==> src/rtl/serial_dft_sequencer_if.sv <==
// Signal bundle between the DFT frame sequencer and its sample source, accumulator core and result sink.
// The master modport is the sequencer's view; slave is the view of everything around it.
`timescale 1ns/1ps
interface serial_dft_sequencer_if #(
    parameter int X_WIDTH = 16,
    parameter int S_WIDTH = 32,
    parameter int BW      = 2
);
    logic                      s_valid;
    logic                      s_ready;
    logic signed [X_WIDTH-1:0] s_x1;
    logic signed [X_WIDTH-1:0] s_x2;

    logic                      core_valid;
    logic signed [X_WIDTH-1:0] core_x1;
    logic signed [X_WIDTH-1:0] core_x2;
    logic        [BW-1:0]      core_bin;
    logic signed [S_WIDTH-1:0] core_re1;
    logic signed [S_WIDTH-1:0] core_im1;
    logic signed [S_WIDTH-1:0] core_re2;
    logic signed [S_WIDTH-1:0] core_im2;
    logic                      core_valid_o;

    logic                      m_valid;
    logic                      m_ready;
    logic        [BW-1:0]      m_bin;
    logic signed [S_WIDTH-1:0] m_re1;
    logic signed [S_WIDTH-1:0] m_im1;
    logic signed [S_WIDTH-1:0] m_re2;
    logic signed [S_WIDTH-1:0] m_im2;
    logic                      m_last;
    logic                      busy;

    modport master (
        input  s_valid, s_x1, s_x2,
        input  core_re1, core_im1, core_re2, core_im2, core_valid_o,
        input  m_ready,
        output s_ready,
        output core_valid, core_x1, core_x2, core_bin,
        output m_valid, m_bin, m_re1, m_im1, m_re2, m_im2, m_last, busy
    );

    modport slave (
        output s_valid, s_x1, s_x2,
        output core_re1, core_im1, core_re2, core_im2, core_valid_o,
        output m_ready,
        input  s_ready,
        input  core_valid, core_x1, core_x2, core_bin,
        input  m_valid, m_bin, m_re1, m_im1, m_re2, m_im2, m_last, busy
    );
endinterface

==> src/rtl/serial_dft_sequencer.sv <==
// Frame controller for the two-channel serial DFT core: captures one frame, replays it once per bin,
// and hands each bin's four accumulated results downstream.
`timescale 1ns/1ps
module serial_dft_sequencer #(
    parameter int X_WIDTH      = 16,
    parameter int S_WIDTH      = 32,
    parameter int FRAME_LENGTH = 3,
    parameter int NUM_BINS     = 3
) (
    input  logic                  clk,
    input  logic                  arstn,
    serial_dft_sequencer_if.master bus
);
    localparam int BW = (NUM_BINS > 1) ? $clog2(NUM_BINS) : 1;
    localparam int PW = $clog2(FRAME_LENGTH);
    localparam logic [PW-1:0] PTR_LAST = PW'(FRAME_LENGTH - 1);
    localparam logic [BW-1:0] BIN_LAST = BW'(NUM_BINS - 1);

    typedef enum logic [1:0] {
        ST_FILL = 2'd0,
        ST_RUN  = 2'd1,
        ST_WAIT = 2'd2,
        ST_OUT  = 2'd3
    } state_t;

    state_t                    state_q, state_d;
    logic        [PW-1:0]      wr_ptr_q, wr_ptr_d;
    logic        [PW-1:0]      rd_ptr_q, rd_ptr_d;
    logic        [BW-1:0]      bin_q, bin_d;
    logic                      m_valid_q, m_valid_d;
    logic                      m_last_q, m_last_d;
    logic        [BW-1:0]      m_bin_q, m_bin_d;
    logic signed [S_WIDTH-1:0] m_re1_q, m_re1_d;
    logic signed [S_WIDTH-1:0] m_im1_q, m_im1_d;
    logic signed [S_WIDTH-1:0] m_re2_q, m_re2_d;
    logic signed [S_WIDTH-1:0] m_im2_q, m_im2_d;
    logic                      buf_we_s;

    logic signed [X_WIDTH-1:0] buf1_q [FRAME_LENGTH];
    logic signed [X_WIDTH-1:0] buf2_q [FRAME_LENGTH];

    // Control and result registers.
    always_ff @(posedge clk or negedge arstn) begin
        if (!arstn) begin
            state_q   <= ST_FILL;
            wr_ptr_q  <= {PW{1'b0}};
            rd_ptr_q  <= {PW{1'b0}};
            bin_q     <= {BW{1'b0}};
            m_valid_q <= 1'b0;
            m_last_q  <= 1'b0;
            m_bin_q   <= {BW{1'b0}};
            m_re1_q   <= {S_WIDTH{1'b0}};
            m_im1_q   <= {S_WIDTH{1'b0}};
            m_re2_q   <= {S_WIDTH{1'b0}};
            m_im2_q   <= {S_WIDTH{1'b0}};
        end else begin
            state_q   <= state_d;
            wr_ptr_q  <= wr_ptr_d;
            rd_ptr_q  <= rd_ptr_d;
            bin_q     <= bin_d;
            m_valid_q <= m_valid_d;
            m_last_q  <= m_last_d;
            m_bin_q   <= m_bin_d;
            m_re1_q   <= m_re1_d;
            m_im1_q   <= m_im1_d;
            m_re2_q   <= m_re2_d;
            m_im2_q   <= m_im2_d;
        end
    end

    // Sample buffers: contents survive reset, but nothing is written while reset is held.
    always_ff @(posedge clk or negedge arstn) begin
        if (!arstn) begin
        end else if (buf_we_s) begin
            buf1_q[wr_ptr_q] <= bus.s_x1;
            buf2_q[wr_ptr_q] <= bus.s_x2;
        end
    end

    // Next-state logic for fill / replay / result handoff.
    always_comb begin
        state_d   = state_q;
        wr_ptr_d  = wr_ptr_q;
        rd_ptr_d  = rd_ptr_q;
        bin_d     = bin_q;
        m_valid_d = m_valid_q;
        m_last_d  = m_last_q;
        m_bin_d   = m_bin_q;
        m_re1_d   = m_re1_q;
        m_im1_d   = m_im1_q;
        m_re2_d   = m_re2_q;
        m_im2_d   = m_im2_q;
        buf_we_s  = 1'b0;
        case (state_q)
            ST_FILL: begin
                if (bus.s_valid) begin
                    buf_we_s = 1'b1;
                    if (wr_ptr_q == PTR_LAST) begin
                        wr_ptr_d = {PW{1'b0}};
                        rd_ptr_d = {PW{1'b0}};
                        bin_d    = {BW{1'b0}};
                        state_d  = ST_RUN;
                    end else begin
                        wr_ptr_d = wr_ptr_q + PW'(1);
                    end
                end else begin
                    buf_we_s = 1'b0;
                end
            end
            ST_RUN: begin
                // Always a full burst with no stall, so the core's sample counter wraps to 0 each pass.
                if (rd_ptr_q == PTR_LAST) begin
                    rd_ptr_d = {PW{1'b0}};
                    state_d  = ST_WAIT;
                end else begin
                    rd_ptr_d = rd_ptr_q + PW'(1);
                end
            end
            ST_WAIT: begin
                if (bus.core_valid_o) begin
                    m_re1_d   = bus.core_re1;
                    m_im1_d   = bus.core_im1;
                    m_re2_d   = bus.core_re2;
                    m_im2_d   = bus.core_im2;
                    m_bin_d   = bin_q;
                    m_last_d  = (bin_q == BIN_LAST);
                    m_valid_d = 1'b1;
                    state_d   = ST_OUT;
                end else begin
                    state_d   = ST_WAIT;
                end
            end
            ST_OUT: begin
                if (bus.m_ready) begin
                    m_valid_d = 1'b0;
                    m_last_d  = 1'b0;
                    if (bin_q == BIN_LAST) begin
                        state_d = ST_FILL;
                    end else begin
                        bin_d   = bin_q + BW'(1);
                        state_d = ST_RUN;
                    end
                end else begin
                    state_d = ST_OUT;
                end
            end
            default: begin
                state_d = ST_FILL;
            end
        endcase
    end

    assign bus.s_ready    = (state_q == ST_FILL);
    assign bus.busy       = (state_q != ST_FILL);
    assign bus.core_valid = (state_q == ST_RUN);
    assign bus.core_x1    = buf1_q[rd_ptr_q];
    assign bus.core_x2    = buf2_q[rd_ptr_q];
    assign bus.core_bin   = bin_q;
    assign bus.m_valid    = m_valid_q;
    assign bus.m_last     = m_last_q;
    assign bus.m_bin      = m_bin_q;
    assign bus.m_re1      = m_re1_q;
    assign bus.m_im1      = m_im1_q;
    assign bus.m_re2      = m_re2_q;
    assign bus.m_im2      = m_im2_q;
endmodule

==> src/flat_wrapper.sv <==
// flat-port wrapper written by rule: the top's interface ports become plain ports
module serial_dft_sequencer_flat 
#(
    parameter int X_WIDTH      = 16,
    parameter int S_WIDTH      = 32,
    parameter int FRAME_LENGTH = 3,
    parameter int NUM_BINS     = 3
)
  (clk, arstn, bus_s_valid, bus_s_x1, bus_s_x2, bus_core_re1, bus_core_im1, bus_core_re2, bus_core_im2, bus_core_valid_o, bus_m_ready, bus_s_ready, bus_core_valid, bus_core_x1, bus_core_x2, bus_core_bin, bus_m_valid, bus_m_bin, bus_m_re1, bus_m_im1, bus_m_re2, bus_m_im2, bus_m_last, bus_busy);
  serial_dft_sequencer_if #(.X_WIDTH(X_WIDTH), .S_WIDTH(S_WIDTH), .BW(2)) bus_i ();
  input  logic clk;
  input  logic arstn;
  input wire logic [$bits(bus_i.s_valid)-1:0] bus_s_valid;
  input wire logic [$bits(bus_i.s_x1)-1:0] bus_s_x1;
  input wire logic [$bits(bus_i.s_x2)-1:0] bus_s_x2;
  input wire logic [$bits(bus_i.core_re1)-1:0] bus_core_re1;
  input wire logic [$bits(bus_i.core_im1)-1:0] bus_core_im1;
  input wire logic [$bits(bus_i.core_re2)-1:0] bus_core_re2;
  input wire logic [$bits(bus_i.core_im2)-1:0] bus_core_im2;
  input wire logic [$bits(bus_i.core_valid_o)-1:0] bus_core_valid_o;
  input wire logic [$bits(bus_i.m_ready)-1:0] bus_m_ready;
  output wire logic [$bits(bus_i.s_ready)-1:0] bus_s_ready;
  output wire logic [$bits(bus_i.core_valid)-1:0] bus_core_valid;
  output wire logic [$bits(bus_i.core_x1)-1:0] bus_core_x1;
  output wire logic [$bits(bus_i.core_x2)-1:0] bus_core_x2;
  output wire logic [$bits(bus_i.core_bin)-1:0] bus_core_bin;
  output wire logic [$bits(bus_i.m_valid)-1:0] bus_m_valid;
  output wire logic [$bits(bus_i.m_bin)-1:0] bus_m_bin;
  output wire logic [$bits(bus_i.m_re1)-1:0] bus_m_re1;
  output wire logic [$bits(bus_i.m_im1)-1:0] bus_m_im1;
  output wire logic [$bits(bus_i.m_re2)-1:0] bus_m_re2;
  output wire logic [$bits(bus_i.m_im2)-1:0] bus_m_im2;
  output wire logic [$bits(bus_i.m_last)-1:0] bus_m_last;
  output wire logic [$bits(bus_i.busy)-1:0] bus_busy;
  assign bus_i.s_valid = bus_s_valid;
  assign bus_i.s_x1 = bus_s_x1;
  assign bus_i.s_x2 = bus_s_x2;
  assign bus_i.core_re1 = bus_core_re1;
  assign bus_i.core_im1 = bus_core_im1;
  assign bus_i.core_re2 = bus_core_re2;
  assign bus_i.core_im2 = bus_core_im2;
  assign bus_i.core_valid_o = bus_core_valid_o;
  assign bus_i.m_ready = bus_m_ready;
  assign bus_s_ready = bus_i.s_ready;
  assign bus_core_valid = bus_i.core_valid;
  assign bus_core_x1 = bus_i.core_x1;
  assign bus_core_x2 = bus_i.core_x2;
  assign bus_core_bin = bus_i.core_bin;
  assign bus_m_valid = bus_i.m_valid;
  assign bus_m_bin = bus_i.m_bin;
  assign bus_m_re1 = bus_i.m_re1;
  assign bus_m_im1 = bus_i.m_im1;
  assign bus_m_re2 = bus_i.m_re2;
  assign bus_m_im2 = bus_i.m_im2;
  assign bus_m_last = bus_i.m_last;
  assign bus_busy = bus_i.busy;
  serial_dft_sequencer #(.X_WIDTH(X_WIDTH), .S_WIDTH(S_WIDTH), .FRAME_LENGTH(FRAME_LENGTH), .NUM_BINS(NUM_BINS)) u_core (.clk(clk), .arstn(arstn), .bus(bus_i));
endmodule
==> config.mk <==
export PLATFORM = sky130hd
export DESIGN_NAME = serial_dft_sequencer_flat
export DESIGN_NICKNAME = d
export VERILOG_FILES = /design/src/rtl/serial_dft_sequencer_if.sv /design/src/rtl/serial_dft_sequencer.sv /design/src/flat_wrapper.sv
export SDC_FILE = /design/constraint.sdc
export NUM_CORES = 1
export LEC_CHECK = 0
export ABC_CLOCK_PERIOD_IN_PS = 6800
export CORE_ASPECT_RATIO = 0.7
export CORE_MARGIN = 2
export CORE_UTILIZATION = 25
export CTS_CLUSTER_DIAMETER = 30
export CTS_CLUSTER_SIZE = 8
export DETAILED_ROUTE_END_ITERATION = 10
export REMOVE_ABC_BUFFERS = 1
export SKIP_LAST_GASP = 1
export SYNTH_ARGS = -nofsm -noshare
export SYNTH_HDL_FRONTEND = slang
export SYNTH_SLANG_ARGS = --single-unit
==> constraint.sdc <==
create_clock -name clk -period 6.8 [get_ports clk]
set_clock_uncertainty 0.05 [all_clocks]
set_input_delay 0.68 -clock clk [delete_from_list [all_inputs] [get_ports clk]]
set_output_delay 0.68 -clock clk [all_outputs]
set_load 0.05 [all_outputs]
* After elaboration in Yosys (flattened, before gate mapping)
Memory sizes are Yosys's and may differ from the RTL's. Index checks and enable logic that the tools add are counted. W data, S select, Z words.
Operators by class: $mul 0, bitwise operators 0, div/mod/pow operators 0, order comparisons 0, add/subtract/negate cells 3, shifts and indexed selects 0, equal/unequal tests 12, mux-type cells 24, reductions and logical operators 12
Operators by type and width (count):
- $mux W2 | 10
- $eq A2 B2 Y1 const B | 5
- $mux W1 | 9
- $reduce_and A3 Y1 | 3
- $ne A2 B2 Y1 const B | 4
- $pmux W2 S2 | 2
- $pmux W2 S4 | 1
- $reduce_bool A2 Y1 | 4
- $add A2 B1 Y2 const B | 3
- $reduce_and A5 Y1 | 1
- $ne A2 B1 Y1 const B | 2
- $pmux W1 S2 | 2
- $reduce_and A2 Y1 | 2
- $eq A2 B1 Y1 const B | 1
- $logic_not A2 Y1 | 1
- $logic_and A1 B1 Y1 | 1
Storage, ports and cells: ROM bits 0, output and inout bits 169, bits in latches 0, memories kept 2, bits in registers 140, bits in writable memories 96, input port bits 165
Memories:
- u_core.buf1_q | depth 3, width 16, read ports 1, clocked after memory_dff 0, wr ports 1, line serial_dft_sequencer.sv:39 | logic signed [X_WIDTH-1:0] buf1_q [FRAME_LENGTH];
- u_core.buf2_q | depth 3, width 16, read ports 1, clocked after memory_dff 0, wr ports 1, line serial_dft_sequencer.sv:40 | logic signed [X_WIDTH-1:0] buf2_q [FRAME_LENGTH];

* Depth between registers and ports, before layout
depth after elaboration 5, depth in mapped cells 5, mapped depth without buffers 5

* Worst setup path after synthesis
No wires, ideal clock.
kind register to register, start register u_core.state_q[1], end memory u_core.buf1_q[1][0] (enable), stages on the path, launching flop included 4, data required time 6.329 ns, setup time 0.421 ns, arrival time 2.749 ns, setup slack 3.579 ns, buffers on the path 0, path through dfrtp_1 nor2_1 nand3_1 nor2_1
On the way: cells in the longest elaborated chain, start to end 5
Ends and longest elaborated chain:
- start, declared | line serial_dft_sequencer.sv:26 | state_t state_q, state_d;
- start signal, assigned | line serial_dft_sequencer.sv:57 | state_q <= state_d;
- $logic_not A2 Y1
- named net bus_s_ready | line flat_wrapper.sv:22 | output wire logic [$bits(bus_i.s_ready)-1:0] bus_s_ready;
- $mux W1 | line serial_dft_sequencer.sv:94 | case (state_q)
- $mux W1 | line serial_dft_sequencer.sv:74 | end else if (buf_we_s) begin
- $logic_and A1 B1 Y1 (not written as such) | line serial_dft_sequencer.sv:75 | buf1_q[wr_ptr_q] <= bus.s_x1;
- $mux W1 (not written as such) | line serial_dft_sequencer.sv:75
- end, declared | line serial_dft_sequencer.sv:39
The timed path passes the listed nets, and every way through them passes these cells.

* Final worst setup path
start register u_core.rd_ptr_q[0], end output bus_core_x2[7]
On the way: cells in the longest elaborated chain, start to end 1
Ends and longest elaborated chain:
- start, declared | line serial_dft_sequencer.sv:28 | logic [PW-1:0] rd_ptr_q, rd_ptr_d;
- start signal, assigned | line serial_dft_sequencer.sv:47 | rd_ptr_q <= {PW{1'b0}};
- start signal, assigned | line serial_dft_sequencer.sv:59 | rd_ptr_q <= rd_ptr_d;
- $mem_v2 Z3 W16
- end, declared | line flat_wrapper.sv:25 | output wire logic [$bits(bus_i.core_x2)-1:0] bus_core_x2;
Every way passes these cells.

==> reports/results.tsv <==
metric	value	unit
DIE AREA	0.03856	mm2
RSZ-0062 raised after global routing	no	
initial antenna violation count	0	
headroom to the max-slew limit	23.47	%
GRT Total Usage	12.00	%
startpoint types	register	
Placed Cells	1330	
TritonCTS buffer count	53	
post-synthesis async set-or-reset flop share	59.32	%
Final Util	41.32	%
top-area cell type share of the netlist area	37.89	%
yosys warns	0	
Final Hold Viols	0	
final count of negative-setup-slack endpoints	0	
WS Path Type	register to primary output	
postcts setup bufs	0	
vias	5810	
HPWL Detailed	15.76	mm
Layout Cells excl Fill	1428	
Seq pwr share	24.4	%
Final WS setup	3.347	ns
Ports	334	
final WL	23.89	mm
drt via density	4.069	
Critical Path Fanout Max	37	
ys flop type	dfrtp_1	
initial drt markers	229	
Max Cap Viol	0	
number of flops mapped to enable cells by yosys	96	
core area	0.03621	mm2
synth unique cells	29	
Sw Ratio	39.94	%
final setup TNS	0	ns
fin crit period	3.453	ns
GPL Wtd Cong	0.7056	
CTS sink count	236	
Slowest-stage cell, CP	clkdlybuf4s50_1	
Yosys top cell by area	dfrtp_1	
die width	233.8	um
first-pass GRT wire length	35.42	mm
FF+latch count, synth	236	
Post-route DRC	0	
n_diodes	0	
run status	finished, final reports clean	
root buf cell	clkbuf_16	
CP Capture Type	primary output	
vias in the first global route	6223	
Detail Route Antenna Nets	0	
sequence of cells on the critical path	buf_4 -> mux2i_1 -> o21ai_0 -> clkdlybuf4s50_1	
hold slack final	0.4318	ns
WP data required	6.07	ns
H-tree levels	2	
Comb pwr share	46.1	%
max incr delay on CP	0.86	ns
Clk pin slew, worst setup/hold paths	0.04	ns
synthesis-to-finish area growth	61.86	%
CTS tree	yes	
crit path DAT	2.72	ns
drt pass-1 iters	4	
most numerous cell in the Yosys netlist	dfrtp_1	
GR Overflow Total	0	
max-slew violations	0	
CTS max path bufs	3	
Syn Inst Count	539	
Worst-Margin Slew	1.148	ns
Syn Area/Cell	17.15	um2
Buffers on Ports	333	
Worst-Skew Late Latency	0.54	ns
Commonest cells post-synth	dfrtp_1 (140), edfxtp_1 (96), mux2_4 (88), mux2_2 (41), nand2_1 (40)	
largest net degree at the start of global routing	125	
post-synthesis sequential area ratio	69.08	%
row count	58	
Final #Nets	1072	
die height	164.9	um
final period utilization	50.78	%
Worst Hold Class	register to register	
leakage power	0.006176	uW
Peak VDD IR	0.4874	mV
clock network power share	29.6	%
Max Clock Freq	0.2896	GHz
Syn Std Cell Area	0.009245	mm2
dpl ws	3.644	ns
PwrDens	603.4	mW/mm2
routed length per instance	16.73	um
layout cell share with drive strength beyond 1	24.26	%
Net Sw Power	3606	uW
Initial Util	25.53	%
synth top area cells	dfrtp_1 (38%), edfxtp_1 (31%), mux2_4 (14%)	
internal power	5423	uW
==> power groups by stage <==
| stage | registers [uW] | logic (uW) | clock network, uW |
|---|---|---|---|
| floorplan | 3680 | 1420 | 0 |
| global placement | 2200 | 4180 | 0 |
| detailed placement | 2210 | 4200 | 0 |
| CTS | 2200 | 4210 | 2740 |
| global route | 2260 | 4340 | 2820 |
| finish | 2200 | 4160 | 2670 |
==> flip-flops by register name (all words and copies together) (netlist names) <==
| name | flops |
|---|---|
| u_core.buf1_q | 48 |
| u_core.buf2_q | 48 |
| u_core.bus.m_im1 | 32 |
| u_core.bus.m_im2 | 32 |
| u_core.bus.m_re1 | 32 |
| u_core.bus.m_re2 | 32 |
| u_core.bus.core_bin | 2 |
| u_core.bus.m_bin | 2 |
| u_core.rd_ptr_q | 2 |
| u_core.state_q | 2 |
| u_core.wr_ptr_q | 2 |
| u_core.bus.m_last | 1 |
| u_core.bus.m_valid | 1 |
==> layout by cell type, fill, tap and decap left out, types with 2 or more instances in the layout <==
master,synthesis,final
a21oi_1,3,3
a31oi_1,5,5
buf_4,0,4
bufinv_16,0,10
clkbuf_1,7,7
clkbuf_16,0,55
clkbuf_8,0,4
clkdlybuf4s50_1,0,332
clkinv_2,0,9
clkinv_4,0,3
clkinvlp_4,0,7
dfrtp_1,140,138
dfrtp_2,0,2
edfxtp_1,96,96
inv_1,5,5
mux2_2,41,41
mux2_4,88,88
mux2i_1,32,32
nand2_1,40,40
nand2b_1,3,3
nor2_4,0,2
nor2b_1,4,4
o21ai_0,39,39
==> worst paths after layout <==
| path | start | cells after the start | slack [ns] | to |
|---|---|---|---|---|
| worst max-delay path | u_core.rd_ptr_q[0]$_DFFE_PN0P_ | 4 | 3.35 | bus_core_x2[7] |
| worst min-delay path | u_core.bus.m_bin[0]$_DFFE_PN0P_ | 2 | 0.43 | u_core.bus.m_bin[0]$_DFFE_PN0P_ |
| worst max register to register | u_core.state_q[1]$_DFFE_PN0P_ | 3 | 4.14 | u_core.bus.m_re2[4]$_DFFE_PN0P_ |
| worst min register to register | u_core.bus.m_bin[0]$_DFFE_PN0P_ | 2 | 0.43 | u_core.bus.m_bin[0]$_DFFE_PN0P_ |
| max in group asynchronous | arstn | 4 | 4.22 | u_core.bus.m_re1[15]$_DFFE_PN0P_ |
| min in group asynchronous | arstn | 2 | 0.55 | u_core.bus.m_im1[15]$_DFFE_PN0P_ |
==> cell families after synthesis <==
kind of cell,Yosys count,share of synthesized area [%]
mux,161,22.75
buf+inv,32,2.247
flops,236,69.08
simple gates,57,2.761
fa+ha+maj,1,0.1353
compound gates,52,3.032
==> per-layer routing <==
metal / up-vias / wire length [um] / track usage (%)
met1: 2858 / 10390 / 15.70
met2: 190 / 11220 / 18.20
met4: 0 / 508 / 4.545
li1: 2714 / - / -
met3: 48 / 1772 / 4.299
met5: - / 0 / 0
==> critical path, delay by kind of cell (launching register included) <==
| family | cells | cell delay, ns |
|---|---|---|
| AOI/OAI and AO/OA | 1 | 0.26 |
| buffers and inverters | 2 | 1.39 |
| DFF | 1 | 0.33 |
| muxes | 1 | 0.15 |
==> stage by stage <==
step,power (uW),cell area [um2]
after floorplan,5104,9056
after global placement,6381,13060
after global routing,9416,14960
after detailed placement,6401,13060
after CTS,9145,14960
final,9029,14960
==> final cells by class <==
cell class | count | area [um2]
Timing Repair Buffer | 339 | 3395
Tap cell | 480 | 600.6
Clock inverter | 31 | 436.7
Sequential cell | 236 | 6389
Clock buffer | 66 | 1458
Fill cell | 3309 | 21250
Multi-Input combinational cell | 271 | 2668
Inverter | 5 | 18.77
==> what timing repair did <==
item                      in CTS  in global routing
hold buffers                   1                  0
resized for setup              0                  0
hold endpoints to repair      24                  0
Note: power is estimated with default switching activity, not from simulation.
==> RTL change 1 (config.mk and constraints unchanged) <==
The 4 states of `state_t` get a one-hot encoding in 4 bits.
--- a/src/rtl/serial_dft_sequencer.sv
+++ b/src/rtl/serial_dft_sequencer.sv
@@ -16,11 +16,11 @@
     localparam logic [PW-1:0] PTR_LAST = PW'(FRAME_LENGTH - 1);
     localparam logic [BW-1:0] BIN_LAST = BW'(NUM_BINS - 1);
 
-    typedef enum logic [1:0] {
-        ST_FILL = 2'd0,
-        ST_RUN  = 2'd1,
-        ST_WAIT = 2'd2,
-        ST_OUT  = 2'd3
+    typedef enum logic [3:0] {
+        ST_FILL = 4'b0001,
+        ST_RUN  = 4'b0010,
+        ST_WAIT = 4'b0100,
+        ST_OUT  = 4'b1000
     } state_t;
 
     state_t                    state_q, state_d;
Function: same outputs for any inputs over 4 cycles, from zero or initial values and one cycle with arstn low; so few cycles prove little.
==> RTL change 1 against the original RTL <==
  * Register-to-register slack lost 0.17 ns
  * Sequential cell count grew 2
  * Global-route usage grew 0.15 points
  * Cell count grew 0.14%
  * Wire length grew 1.5%
  * Via count grew 0.59%
  * Setup slack gained 0.025 ns
  * Area after synthesis is essentially flat
  * Design area shrank 0.90%
  * Synthesized cell count grew 0.74%
  * Largest cell class unchanged
  * Highest routed layer unchanged
Power is not compared: it rests on default switching activity, and its combinational part moved more than twofold at a synthesized area within 25%.
==> RTL change 1: results (changes against the original RTL) <==
| Metric | Value |
|---|---|
| Port buffer count | 333 (unchanged) |
| Largest net degree at the start of global routing | 92 (-26%) |
| Pin slew with the least headroom to its limit | 0.960 ns (-0.188 ns) |
| H-tree levels | 2 (unchanged) |
| Worst supply voltage drop on vdd | between 0.0002 and 0.00025 V |
| Dominant cells by area after synthesis | sky130_fd_sc_hd__dfrtp_1 (38%), sky130_fd_sc_hd__edfxtp_1 (31%), sky130_fd_sc_hd__mux2_4 (11%) |
| Post-synth top cells | sky130_fd_sc_hd__dfrtp_1 (141), sky130_fd_sc_hd__edfxtp_1 (96), sky130_fd_sc_hd__mux2_4 (66), sky130_fd_sc_hd__mux2_2 (63) |
| DP HPWL | 16400 µm (+4.0%) |
| Proportion of synthesized chip area in sequential cells | 69.6% (+0.53 points) |
| Number of global-route vias before repair | 6195 (-0.45%) |
| Fraction of final layout cells sized beyond drive strength 1 | 24.5% (+0.26 points) |
| Overall track demand over capacity in global routing | 12.1% (+0.15 points) |
| Number of resized instances in the post-cts repair step | 0 (unchanged) |
| Maximum fanout encountered on the critical timing path | 50 (+35%) |
| Status | complete, no violations |
| Critical Path AT | 2.70 ns (-0.02 ns) |
| Yosys warning total | 0 (unchanged) |
| Dpl cell area | 13100 µm² (+0.24%) |
| Post-synthesis async set-or-reset flop share | 59.7% (+0.34 points) |
| First-pass GRT wire length | 35900 µm (+1.4%) |
| Final nets | 1075 (+0.28%) |
| Average wire per cell in the routed design | 17.0 µm (+1.3%) |
| Number of violations reported at the end of detailed-routing iteration 0 | 169 (-26%) |
| Placer's final routability congestion estimate | 0.719 (+1.9%) |
| Count of unique library cells instantiated by Yosys | 33 (+14%) |
[RTL change 1: through the flow]
step	instances	worst slack (ns)	power (mW)
finish	1430	3.37	5.33
detailed placement	1336	3.42	2.92
global placement	1336	3.42	2.91
floorplan	516	2.50	2.40
CTS	1430	3.28	5.42
global route	1430	3.10	5.56
[RTL change 1: power by group]
part           switching, mW  internal (mW)  leakage [nW]
logic                  0.813          0.421          2.58
clock network          0.774           1.68         0.837
registers             0.0463           1.59          2.85
total                   1.63           3.70          6.27
[RTL change 1: cell families (layout without fill, tap and decap cells)]
kind of cell,after synthesis,in the layout,share of synthesized area (%)
adder cells (fa/ha/maj),1,1,0.135
AND/OR/NAND/NOR,62,62,3.29
multiplexers,161,161,21.8
XOR/XNOR,1,1,0.0947
AO/OA/AOI/OAI,48,48,2.90
flip-flops,238,238,69.6
buffers and inverters,32,439,2.14
[RTL change 1: path summary, 6_finish.rpt]
path | startpoint | to | slack, ns | cells after the start
setup / recovery | u_core.rd_ptr_q[1]$_DFFE_PN0P_ | bus_core_x1[9] | 3.37 | 4
hold / removal | arstn | u_core.bus.m_re1[20]$_DFFE_PN0P_ | 0.13 | 1
setup reg to reg | u_core.state_q[3]$_DFFE_PN0P_ | u_core.bus.m_im2[21]$_DFFE_PN0P_ | 3.97 | 4
hold reg to reg | u_core.bus.m_valid$_DFFE_PN0P_ | u_core.bus.m_valid$_DFFE_PN0P_ | 0.42 | 2
max in group asynchronous | arstn | u_core.bus.m_re2[18]$_DFFE_PN0P_ | 5.12 | 2
min in group clk | u_core.bus.m_valid$_DFFE_PN0P_ | u_core.bus.m_valid$_DFFE_PN0P_ | 0.42 | 2
[RTL change 1: area by class of cell]
cell class | count | area (µm²)
tap | 480 | 601
fill | 3302 | 21400
clock buffer | 65 | 1410
timing repair buffer | 340 | 3390
multi-input combinational | 273 | 2650
clock inverter | 29 | 327
inverter | 5 | 18.8
sequential | 238 | 6440
[RTL change 1: critical path: cells and delay by family (launching register included)]
family / cells / cell delay (ns)
simple gates: 1 / 0.10
compound gates: 1 / 0.13
flops: 1 / 0.56
buf+inv: 2 / 1.35
[RTL change 1: metal layers]
layer | GRT usage [%] | up-vias | share of wire (%)
met5 | 0 | - | 0
met4 | 4.34 | 0 | 2.4
met1 | 15.4 | 2873 | 42
met2 | 19.5 | 183 | 49
li1 | - | 2732 | -
met3 | 3.90 | 56 | 6.6
==> RTL change 2 (config.mk and constraints unchanged) <==
Without the edit above. `FRAME_LENGTH` is set to 3 in 2 places; all go to 2.
--- a/src/rtl/serial_dft_sequencer.sv
+++ b/src/rtl/serial_dft_sequencer.sv
@@ -4,7 +4,7 @@
 module serial_dft_sequencer #(
     parameter int X_WIDTH      = 16,
     parameter int S_WIDTH      = 32,
-    parameter int FRAME_LENGTH = 3,
+    parameter int FRAME_LENGTH = 2,
     parameter int NUM_BINS     = 3
 ) (
     input  logic                  clk,
--- a/src/flat_wrapper.sv
+++ b/src/flat_wrapper.sv
@@ -3,7 +3,7 @@
 #(
     parameter int X_WIDTH      = 16,
     parameter int S_WIDTH      = 32,
-    parameter int FRAME_LENGTH = 3,
+    parameter int FRAME_LENGTH = 2,
     parameter int NUM_BINS     = 3
 )
   (clk, arstn, bus_s_valid, bus_s_x1, bus_s_x2, bus_core_re1, bus_core_im1, bus_core_re2, bus_core_im2, bus_core_valid_o, bus_m_ready, bus_s_ready, bus_core_valid, bus_core_x1, bus_core_x2, bus_core_bin, bus_m_valid, bus_m_bin, bus_m_re1, bus_m_im1, bus_m_re2, bus_m_im2, bus_m_last, bus_busy);
Behaviour: not the same (a bounded check fails within 4 cycles, from zero or initial values and one cycle with arstn low).
==> RTL change 2 against the original RTL <==
  * Design area down 12%
  * Cell count decreased by 13%
  * Sequential cell count shrank 34
  * Setup slack better by 0.28 ns
  * Area after synthesis decreased by 14%
  * Utilization up 1.0 points
  * Wire length is 12% lower
  * Power shrank 13%
  * Fmax is 8.7% higher
  * Critical path type unchanged
  * Highest routed layer unchanged
==> RTL change 2: results (changes against the original RTL) <==
| Metric | Value |
|---|---|
| Post-synth top cells | sky130_fd_sc_hd__dfrtp_1 (138), sky130_fd_sc_hd__mux2_4 (88), sky130_fd_sc_hd__mux2_2 (75), sky130_fd_sc_hd__edfxtp_1 (64) |
| Clock Pin Slew Worst Setup and Hold Paths | 0.04 ns (about the same) |
| Critical Path AT | 2.45 ns (-0.27 ns) |
| Number of global-route vias before repair | 5447 (-12%) |
| Leakage power of the design | 5.53 nW (-11%) |
| Worst hold-check path type | input port to async pin |
| Final nets | 957 (-11%) |
| Post-synthesis async set-or-reset flop share | 68.3% (+9.0 points) |
| Synthesized-area fraction occupied by ao, oa, aoi and oai cells | 0.965% (-2.1 points) |
| Fillers | 2849 (-14%) |
| Number of inserted diodes | 0 (unchanged) |
| Detailed-route wire length | 21000 µm (-12%) |
| Yosys warning total | 0 (unchanged) |
| Synthesized-area fraction occupied by xor and xnor cells | 0.111% (+0.11 points) |
| TritonCTS Buffers | 46 (-13%) |
| Number of setup buffers added after CTS | 0 (unchanged) |
| Overall track demand over capacity in global routing | 12.8% (+0.77 points) |
| Total via count in the routed design | 4991 (-14%) |
| Pin slew with the least headroom to its limit | 0.992 ns (-0.156 ns) |
| Proportion of synthesized chip area in sequential cells | 68.0% (-1.1 points) |
| Worst supply voltage drop on vdd | 0.000261 V (-47%) |
| Max Buffers Root-to-Sink | 3 (unchanged) |
| Initial antenna violation count | 0 (unchanged) |
| Placer's final routability congestion estimate | 0.737 (+4.5%) |
| Port buffer count | 333 (unchanged) |
| Dominant cells by area after synthesis | sky130_fd_sc_hd__dfrtp_1 (44%), sky130_fd_sc_hd__edfxtp_1 (24%), sky130_fd_sc_hd__mux2_4 (17%) |
| Status | complete, no violations |
| Number of flops mapped to enable cells by yosys | 64 (-33%) |
| Count of unique library cells instantiated by Yosys | 23 (-21%) |
| DP HPWL | 14100 µm (-11%) |
| Fraction of final layout cells sized beyond drive strength 1 | 29.6% (+5.3 points) |
| Detailed Routing Iterations Pass 1 | 4 (unchanged) |
| Largest net degree at the start of global routing | 101 (-19%) |
| Final count of hold timing violations | 0 (unchanged) |
| Maximum fanout encountered on the critical timing path | 32 (-14%) |
| Number of resized instances in the post-cts repair step | 0 (unchanged) |
| Clock root cell | sky130_fd_sc_hd__clkbuf_16 |
| Mux share of post-synthesis cell area | 27.4% (+4.6 points) |
| Number of violations reported at the end of detailed-routing iteration 0 | 276 (+21%) |
| Internal power | 4.63 mW (-15%) |
| Fraction of the mapped netlist area in adder cells | 0.158% (+0.023 points) |
| First-pass GRT wire length | 32600 µm (-8.0%) |
| H-tree levels | 2 (unchanged) |
| Average cell area after synthesis | 18.6 µm² (+8.5%) |
| Clock Latency Late Sink | 0.52 ns (-0.02 ns) |
| Depth of the worst register-to-register path | 3 (unchanged) |
## RTL change 2: final timing paths
check	from	end	slack [ns]
worst max-delay path	u_core.rd_ptr_q$_DFFE_PN0P_	bus_core_x2[11]	3.62
worst min-delay path	arstn	u_core.bus.m_re2[30]$_DFFE_PN0P_	0.13
worst max register to register	u_core.state_q[1]$_DFFE_PN0P_	u_core.buf1_q[1][15]$_DFFE_PP_	4.34
worst min register to register	u_core.bus.m_bin[0]$_DFFE_PN0P_	u_core.bus.m_bin[0]$_DFFE_PN0P_	0.43
max in group asynchronous	arstn	u_core.bus.m_re1[3]$_DFFE_PN0P_	5.21
min in group clk	u_core.bus.m_bin[0]$_DFFE_PN0P_	u_core.bus.m_bin[0]$_DFFE_PN0P_	0.43
## RTL change 2: area by class of cell
cell class / count / share of cell area (%)
Clock buffer: 57 / 9.75
Inverter: 4 / 0.114
Clock inverter: 28 / 1.80
Multi-Input combinational cell: 199 / 18.0
Sequential cell: 202 / 40.7
Timing Repair Buffer: 338 / 25.6
Tap cell: 420 / 3.98
## RTL change 2: power by group through the flow
stage	Combinational, mW	Clock, mW	Sequential [mW]
after global routing	3.89	2.25	2.02
after global placement	3.77	0	1.95
final	3.75	2.12	1.96
after detailed placement	3.78	0	1.96
after CTS	3.79	2.18	1.96
after floorplan	1.18	0	3.39
## RTL change 2: through the flow
stage / setup WS [ns] / util (%) / cell area [µm²] / power [mW] / instances
CTS: 3.54 / 42.4 / 13200 / 7.93 / 1248
detailed placement: 3.89 / 37.5 / 11700 / 5.74 / 1163
floorplan: 0.193 / - / 7750 / 4.57 / 405
finish: 3.62 / 42.4 / 13200 / 7.83 / 1248
global placement: 3.88 / 37.5 / 11700 / 5.73 / 1163
global route: 3.49 / 42.4 / 13200 / 8.16 / 1248
## RTL change 2: critical path, stage by stage (launching register included)
cell and delay, ns:
sky130_fd_sc_hd__dfrtp_1 0.37, sky130_fd_sc_hd__buf_4 0.41, sky130_fd_sc_hd__mux2_2 0.40, sky130_fd_sc_hd__clkdlybuf4s50_1 0.72
## RTL change 2: logic make-up after synthesis
| kind of cell | Yosys count |
|---|---|
| fa+ha+maj | 1 |
| xor+xnor | 1 |
| flops | 202 |
| simple gates | 21 |
| buf+inv | 24 |
| mux | 163 |
| compound gates | 13 |
## RTL change 2: per-layer routing
layer	vias up	global-route usage [%]	share of wire, %
met5	-	0	0
met4	0	5.25	2.7
met3	44	5.03	8.4
met2	183	19.7	47
met1	2470	15.9	42
li1	2294	-	-
